===== src/rtl/rns_to_bin_conv.sv =====
// Reverse converter: residues (mod 129, mod 256) to a 16-bit binary value.
// Uses CRT X = r256 + 256*t, with t = (r129 - r256) * 64 mod 129.
module rns_to_bin_conv #(
  parameter int TAG_W     = 3,
  parameter bit CHK_RANGE = 1'b1
) (
  input  logic             clk,
  input  logic             rst_n,
  input  logic             flush,
  input  logic             in_valid,
  output logic             in_ready,
  input  logic [7:0]       res_129,
  input  logic [7:0]       res_256,
  input  logic [TAG_W-1:0] tag_in,
  output logic             out_valid,
  input  logic             out_ready,
  output logic [15:0]      dout,
  output logic [TAG_W-1:0] tag_out,
  output logic             err
);

  typedef enum logic [1:0] {
    IDLE = 2'd0,
    SUB  = 2'd1,
    DBL  = 2'd2,
    DONE = 2'd3
  } state_t;

  state_t           state_q, state_d;
  logic [7:0]       r129_q, r129_d;
  logic [7:0]       r256_q, r256_d;
  logic [TAG_W-1:0] tag_q, tag_d;
  logic             err_r_q, err_r_d;
  logic [7:0]       v_q, v_d;
  logic [2:0]       cnt_q, cnt_d;
  logic [15:0]      dout_q, dout_d;
  logic [TAG_W-1:0] tag_out_q, tag_out_d;
  logic             err_q, err_d;
  logic             out_valid_q, out_valid_d;

  logic [7:0] m;
  logic [9:0] diff;
  logic [7:0] d_adj;
  logic [8:0] dbl2;
  logic [7:0] dbl;

  assign in_ready  = (state_q == IDLE);
  assign out_valid = out_valid_q;
  assign dout      = dout_q;
  assign tag_out   = tag_out_q;
  assign err       = err_q;

  always_comb begin
    m     = (r256_q >= 8'd129) ? 8'(r256_q - 8'd129) : r256_q;
    diff  = {2'b00, r129_q} - {2'b00, m};
    d_adj = diff[9] ? 8'(diff + 10'd129) : 8'(diff);
    dbl2  = {v_q, 1'b0};
    dbl   = (dbl2 >= 9'd129) ? 8'(dbl2 - 9'd129) : 8'(dbl2);
  end

  always_comb begin
    state_d     = state_q;
    r129_d      = r129_q;
    r256_d      = r256_q;
    tag_d       = tag_q;
    err_r_d     = err_r_q;
    v_d         = v_q;
    cnt_d       = cnt_q;
    dout_d      = dout_q;
    tag_out_d   = tag_out_q;
    err_d       = err_q;
    out_valid_d = out_valid_q;
    unique case (state_q)
      IDLE: begin
        if (in_valid) begin
          r129_d  = res_129;
          r256_d  = res_256;
          tag_d   = tag_in;
          err_r_d = CHK_RANGE && (res_129 >= 8'd129);
          state_d = SUB;
        end
      end
      SUB: begin
        v_d     = err_r_q ? 8'd0 : d_adj;
        cnt_d   = 3'd0;
        state_d = DBL;
      end
      DBL: begin
        v_d   = dbl;
        cnt_d = cnt_q + 3'd1;
        if (cnt_q == 3'd5) begin
          dout_d      = err_r_q ? 16'd0
                      : {dbl, 8'h00} + {8'h00, r256_q};
          tag_out_d   = tag_q;
          err_d       = err_r_q;
          out_valid_d = 1'b1;
          state_d     = DONE;
        end
      end
      DONE: begin
        if (out_ready) begin
          out_valid_d = 1'b0;
          state_d     = IDLE;
        end
      end
      default: state_d = IDLE;
    endcase
    // Abort wins over everything but reset; data outputs are kept.
    if (flush) begin
      state_d     = IDLE;
      out_valid_d = 1'b0;
      err_d       = 1'b0;
    end
  end

  always_ff @(posedge clk) begin
    if (!rst_n) begin
      state_q     <= IDLE;
      r129_q      <= '0;
      r256_q      <= '0;
      tag_q       <= '0;
      err_r_q     <= 1'b0;
      v_q         <= '0;
      cnt_q       <= '0;
      dout_q      <= '0;
      tag_out_q   <= '0;
      err_q       <= 1'b0;
      out_valid_q <= 1'b0;
    end else begin
      state_q     <= state_d;
      r129_q      <= r129_d;
      r256_q      <= r256_d;
      tag_q       <= tag_d;
      err_r_q     <= err_r_d;
      v_q         <= v_d;
      cnt_q       <= cnt_d;
      dout_q      <= dout_d;
      tag_out_q   <= tag_out_d;
      err_q       <= err_d;
      out_valid_q <= out_valid_d;
    end
  end

endmodule

===== config.mk =====
export PLATFORM = sky130hd
export DESIGN_NAME = rns_to_bin_conv
export DESIGN_NICKNAME = d
export VERILOG_FILES = /design/src/rtl/rns_to_bin_conv.sv
export SDC_FILE = /design/constraint.sdc
export NUM_CORES = 1
export LEC_CHECK = 0
export CAP_MARGIN = 20
export CORE_ASPECT_RATIO = 0.75
export CORE_MARGIN = 3
export CORE_UTILIZATION = 49
export DETAILED_ROUTE_END_ITERATION = 10
export MAX_ROUTING_LAYER = met4
export PLACE_DENSITY_LB_ADDON = 0.1
export SYNTH_ARGS = -nofsm -noshare
export SYNTH_HDL_FRONTEND = slang
export SYNTH_SLANG_ARGS = --single-unit

===== constraint.sdc =====
create_clock -name clk -period 3.4 [get_ports clk]
set_clock_uncertainty 0.05 [all_clocks]
set_input_delay 0.85 -clock clk [delete_from_list [all_inputs] [get_ports clk]]
set_output_delay 0.85 -clock clk [all_outputs]
set_load 0.01 [all_outputs]

==> flow_summary.yaml, run 1 <==
grt:
  antenna_found_initial: 0
  grt_pass1_vias: 2640
  grt_util_all_layers_pct: 21.6
  grt_overflow: 0
  grt_start_max_net_pins: 30
  grt_pass1_wl_um: 12400
synthesis:
  synth_edf_count: 0
  yosys_warnings: 0
  synth_seq_area_share_pct: 34.7
  syn_area_mm2: 0.00312
  synth.net_count: 426
  synth_area_per_cell_um2: 8.12
  yosysUniqueCellTypes: 55
  ys.flop_type: "dfxtp_1"
  async_flop_share_pct: 0
  synth_seq_cells: 54
  syn_inst: 384
worst_setup_path:
  cp_slowest_stage_delay_ns: 0.54
  crit_type: "flip-flop to flip-flop"
  crit_chain: "or4_4, nor2_4, nand2_4, nand3_1, nor2_1, xnor2_1, ha_1, or2_4, o21ai_2, or4b_4, and3_4, and2b_2, nor4_1, o31a_1"
  critPathRequiredTime_ns: 3.57
  cp_top_family: "simple AND/OR/NAND/NOR gates"
  slowest_stage: "or4_4"
  critPathCaptureType: "flip-flop"
  arrival_ns: 3.63
  start_kind: "flip-flop"
  cp.buffers_inverters: 0
  critPathMaxFanout: 3
floorplan:
  die_height_um: 75.1
  core-area_mm2: 0.00598
  num_rows: 24
  pin_count: 46
  dieArea_mm2: 0.00736
  die_w_um: 98.1
  start_util_pct: 52.2
finish:
  final_common_cell: "nand2_1"
  synthToLayoutAreaGrowth_pct: 28.1
  antenna_cells: 0
  fin_util_pct: 66.8
  nFillCells: 517
  finalNetCount: 489
  drive_above_1_share_pct: 15.2
  layout_common_cells: "65 x nand2_1, 52 x dfxtp_1, 45 x clkdlybuf4s50_1"
timing:
  min_period_ns: 3.46
  worstMarginPinSlew_ns: 0.687
  hold_ws_ns: 0.422
  period_share_pct: 102
  rsz0062_at_grt: "yes"
  slew_violations: 0
  layout_setup_ws_ns: -0.0586
  fmax_mhz: 289
  setup-violations-final: 2
  relSlewSlack_pct: 54.1
  tns_ns: -0.108
  finalHoldViolCount: 0
detailed_routing:
  vias: 2812
  routed_wl_um: 7520
  antenna_left: 0
  drt_iter0_markers: 103
  vias_per_cell: 5.35
  remaining_drc_errors: 0
  drt-wirelength-per-cell_um: 14.3
  drt_pass1_iterations: 5
clocking:
  clock-sinks: 54
  htreeDepth: 2
  cts_tree: "built"
  clockBufferDepth: 2
  clockRootBuffer: "clkbuf_8"
  cts_hold_buf: 0
  cts_buffers: 5
  path_clk_slew_ns: 0.11
  clkLatencyLatePin_ns: 0.32
power:
  leakagePower_nw: 1.54
  powerDensity_mw_per_mm2: 420
  peakVddDrop_mv: 0.226
  finalPower_mw: 1.68
flow_run:
  maxCapViolCount: 0
placement:
  gp_congestion: 0.928
  io_buffer_count: 45
  hpwl_um: 5680
min_path:
  hold_class: "flip-flop to flip-flop"
run_status:
  status: "finished, violations left"
  violations: "setup timing"
==> timing repair <==
item	4_1_cts	5_1_grt
resized for setup	8	6
buffers inserted	0	2
setup endpoints to repair	4	6
pin swaps	4	5
==> synth_stat cells (all sizes together) (10+ instances only) <==
library cell	count	area share (%)
a21boi	24	5.8
a21oi	18	2.9
clkbuf	16	1.9
dfxtp	54	35
ha	17	6.8
inv	18	2.2
nand2	68	8.2
nor2	18	2.2
nor2b	19	3.8
nor3b	10	2.4
xnor2	13	3.7
==> cells by family (layout without fill, tap and decap cells) <==
kind of cell	count (synthesis)	count (layout)	share of synthesized area, %
simple gates	168	168	27.6
compound gates	87	87	19.8
flops	54	54	34.7
buf+inv	36	100	4.38
fa+ha+maj	18	18	7.47
xor+xnor	18	18	5.06
mux	3	3	1.00
==> metrics by stage <==
step                      instance area [µm²]  cells  worst slack, ns
after floorplan                          3150    384          -0.0481
after global placement                   3830    516          -0.0991
after detailed placement                 3830    516           -0.164
after CTS                                3970    524          -0.0409
after global routing                     3990    526           -0.176
final                                    3990    526          -0.0586
==> worst min-delay path: cells and delay by family, from the launching register on <==
family / cells / cell delay [ns]
flops: 1 / 0.33
compound gates: 1 / 0.06
simple gates: 1 / 0.05
==> where the power goes <==
group / switching (mW) / internal, mW / leakage, nW / total (mW)
registers: 0.0246 / 0.659 / 0.440 / 0.684
logic: 0.300 / 0.295 / 1.04 / 0.595
clock network: 0.231 / 0.168 / 0.0514 / 0.399
total: 0.555 / 1.12 / 1.54 / 1.68
==> state kept, by name (all words and copies together) (netlist names) <==
register,count
r256_q,8
err_r_q,1
tag_out,3
r129_q,8
tag_q,3
cnt_q,3
state_q,2
out_valid,1
dout,16
err,1
v_q,8
==> path summary, 6_finish.rpt <==
kind / slack, ns / end / from / cells past startpoint
setup / recovery: -0.06 / v_q[6]$_SDFFE_PN0P_ / r256_q[5]$_SDFFE_PN0P_ / 14
hold / removal: 0.42 / tag_q[1]$_SDFFE_PN0P_ / tag_q[1]$_SDFFE_PN0P_ / 2
setup reg to reg: -0.06 / v_q[6]$_SDFFE_PN0P_ / r256_q[5]$_SDFFE_PN0P_ / 14
hold reg to reg: 0.42 / tag_q[1]$_SDFFE_PN0P_ / tag_q[1]$_SDFFE_PN0P_ / 2
==> per-layer routing <==
| layer | routed length (µm) | track usage [%] |
|---|---|---|
| met4 | 48 | 4.30 |
| met5 | 0 | - |
| met1 | 4040 | 31.0 |
| met3 | 350 | 4.91 |
| met2 | 3080 | 31.2 |
==> final cells by class <==
class                           instances  area [µm²]  area share [%]
Clock buffer                            6        82.6            2.07
Clock inverter                          2        17.5           0.439
Inverter                               18        67.6            1.69
Multi-Input combinational cell        294        1980            49.5
Sequential cell                        54        1080            27.1
Tap cell                               78        97.6            2.44
Timing Repair Buffer                   74         668            16.7
No activity file was read; power rests on OpenSTA's default activity.
==> run 2: changes to the inputs <==
--- a/config.mk
+++ b/config.mk
@@ -9,9 +9,11 @@
 export CORE_ASPECT_RATIO = 0.75
 export CORE_MARGIN = 3
 export CORE_UTILIZATION = 49
+export CTS_CLUSTER_SIZE = 24
 export DETAILED_ROUTE_END_ITERATION = 10
 export MAX_ROUTING_LAYER = met4
 export PLACE_DENSITY_LB_ADDON = 0.1
+export SLEW_MARGIN = 20
 export SYNTH_ARGS = -nofsm -noshare
 export SYNTH_HDL_FRONTEND = slang
 export SYNTH_SLANG_ARGS = --single-unit
==> results of run 2 <==
Same layout as run 1: the final DEF is identical, and so are final timing and power.
==> run 3: changes to the inputs <==
--- a/config.mk
+++ b/config.mk
@@ -7,7 +7,6 @@
 export LEC_CHECK = 0
 export CAP_MARGIN = 20
 export CORE_ASPECT_RATIO = 0.75
-export CORE_MARGIN = 3
 export CORE_UTILIZATION = 49
 export CTS_CLUSTER_SIZE = 24
 export DETAILED_ROUTE_END_ITERATION = 10
==> run 3 against run 2 <==
The flow still finishes with violations (setup timing). Sequential power is essentially flat. Final cell count grew 0.19%. Utilization grew 0.38 points. Count of clock-buffer cells in the layout shrank 1. Critical path type unchanged. Critical endpoint is now v_q[7]$_SDFFE_PN0P_. Largest cell class unchanged. Highest routed layer unchanged.
==> flow_summary.yaml, run 3 (synthesized netlist as in run 1, its figures left out) <==
grt:
  grt_pass1_wl_um: 12900
  grt_overflow: 0
  antenna_found_initial: 0
  grt_start_max_net_pins: 30
  grt_pass1_vias: 2761
  grt_util_all_layers_pct: 25.6
run_status:
  violations: "setup timing"
  status: "finished, violations left"
power:
  finalPower_mw: 1.69
  p_sw_share_pct: 34.1
  peakVddDrop_mv: 0.222
  combPwrFrac_pct: 36.1
  p_clk_share_pct: 23.4
  p_int_mw: 1.11
  p_sw_mw: 0.575
  seqPwrFrac_pct: 40.6
  leakagePower_nw: 1.53
  powerDensity_mw_per_mm2: 420
placement:
  hpwl_um: 5800
  placedCellCount: 517
  pre_cts_slack_ns: -0.154
  io_buffer_count: 45
  gp_congestion: 0.855
detailed_routing:
  remaining_drc_errors: 0
  antenna_left: 0
  wl_met1_um: 3930
  drt-wirelength-per-cell_um: 14.5
  met3_length_um: 364
  drt_pass1_iterations: 4
  vias_per_cell: 5.42
  vias: 2854
  routed_wl_um: 7620
  wl_met2_um: 3280
  top_layer: "met4"
  drt_iter0_markers: 161
finish:
  finalNetCount: 490
  largest_reg_flops: 16
  instances_no_fill: 527
  fin_util_pct: 67.2
  final_common_cell: "nand2_1"
  drive_above_1_share_pct: 15.8
  nFillCells: 522
  antenna_cells: 0
  synthToLayoutAreaGrowth_pct: 28.9
  regArea_mm2: 0.00108
  multi_input_comb_area_mm2: 0.00199
  layout_common_cells: "66 x nand2_1, 52 x dfxtp_1, 45 x clkdlybuf4s50_1"
clocking:
  cts_hold_buf: 0
  path_clk_slew_ns: 0.11
  cts_buffers: 5
  clock-sinks: 54
  htreeDepth: 2
  clockBufferDepth: 2
  clkLatencyLatePin_ns: 0.31
  clockRootBuffer: "clkbuf_8"
  cts_tree: "built"
floorplan:
  die_w_um: 94.1
  die_height_um: 71.1
  start_util_pct: 52.2
  num_rows: 24
  core-area_mm2: 0.00598
  dieArea_mm2: 0.00669
  pin_count: 46
timing:
  relSlewSlack_pct: 53.8
  setup-violations-final: 2
  finalHoldViolCount: 0
  layout_setup_ws_ns: -0.0133
  period_share_pct: 100
  rsz0062_at_grt: "yes"
  hold_ws_ns: 0.424
  worstMarginPinSlew_ns: 0.692
  slew_violations: 0
  fmax_mhz: 293
  min_period_ns: 3.41
worst_setup_path:
  critPathMaxFanout: 3
  arrival_ns: 3.58
  critPathCaptureType: "flip-flop"
  start_kind: "flip-flop"
  critPathRequiredTime_ns: 3.57
  crit_type: "flip-flop to flip-flop"
min_path:
  hold_class: "flip-flop to flip-flop"
flow_run:
  maxCapViolCount: 0
[run 3: final cells by class]
type	count	area share [%]
Multi-Input combinational cell	294	49.7
Sequential cell	54	27.0
Timing Repair Buffer	75	16.8
Tap cell	78	2.43
Clock buffer	5	1.71
Inverter	18	1.68
Clock inverter	3	0.717
[run 3: per-layer routing]
| layer | up-vias | GRT usage, % |
|---|---|---|
| li1 | 1449 | - |
| met1 | 1342 | 36.3 |
| met2 | 59 | 38.6 |
| met3 | 4 | 3.33 |
| met4 | 0 | 5.64 |
| met5 | - | - |
[run 3: final timing paths]
check / start / end / slack (ns) / cells after the start
worst max-delay path: r256_q[5]$_SDFFE_PN0P_ / v_q[7]$_SDFFE_PN0P_ / -0.01 / 14
worst min-delay path: r129_q[0]$_SDFFE_PN0P_ / r129_q[0]$_SDFFE_PN0P_ / 0.42 / 2
worst max register to register: r256_q[5]$_SDFFE_PN0P_ / v_q[7]$_SDFFE_PN0P_ / -0.01 / 14
worst min register to register: r129_q[0]$_SDFFE_PN0P_ / r129_q[0]$_SDFFE_PN0P_ / 0.42 / 2
[run 3: through the flow]
step | cell area (µm²) | TNS [ns]
CTS | 3950 | -0.131
finish | 4020 | -0.0246
global placement | 3840 | -0.226
detailed placement | 3840 | -0.432
global route | 4020 | -0.453
floorplan | 3150 | -0.0932
[run 3: power groups by stage]
| stage | Clock, mW | Sequential, mW | Combinational (mW) |
|---|---|---|---|
| after global routing | 0.433 | 0.688 | 0.666 |
| after floorplan | 0 | 0.690 | 0.386 |
| final | 0.394 | 0.684 | 0.608 |
| after global placement | 0 | 0.696 | 0.552 |
| after detailed placement | 0 | 0.697 | 0.563 |
| after CTS | 0.405 | 0.682 | 0.573 |
[run 3: worst max-delay path, cell delays in order, from the launching register on]
cell and delay, ns:
dfxtp_2 0.33, or4_4 0.54, nor2_4 0.13, nand2_4 0.08, nand2_4 0.08, xnor2_1 0.13, ha_2 0.22, fa_2 0.19
and2b_2 0.23, o21ai_2 0.15, or4b_1 0.44, and3_4 0.18, o41ai_4 0.23, nor2_1 0.07, a221o_1 0.25
[run 3: timing repair]
action,in CTS,in global routing
setup endpoints to repair,4,6
cloned,0,0
buffers inserted,1,1
endpoints found under the hold margin,0,0
resized for setup,3,13
pin swaps,8,6
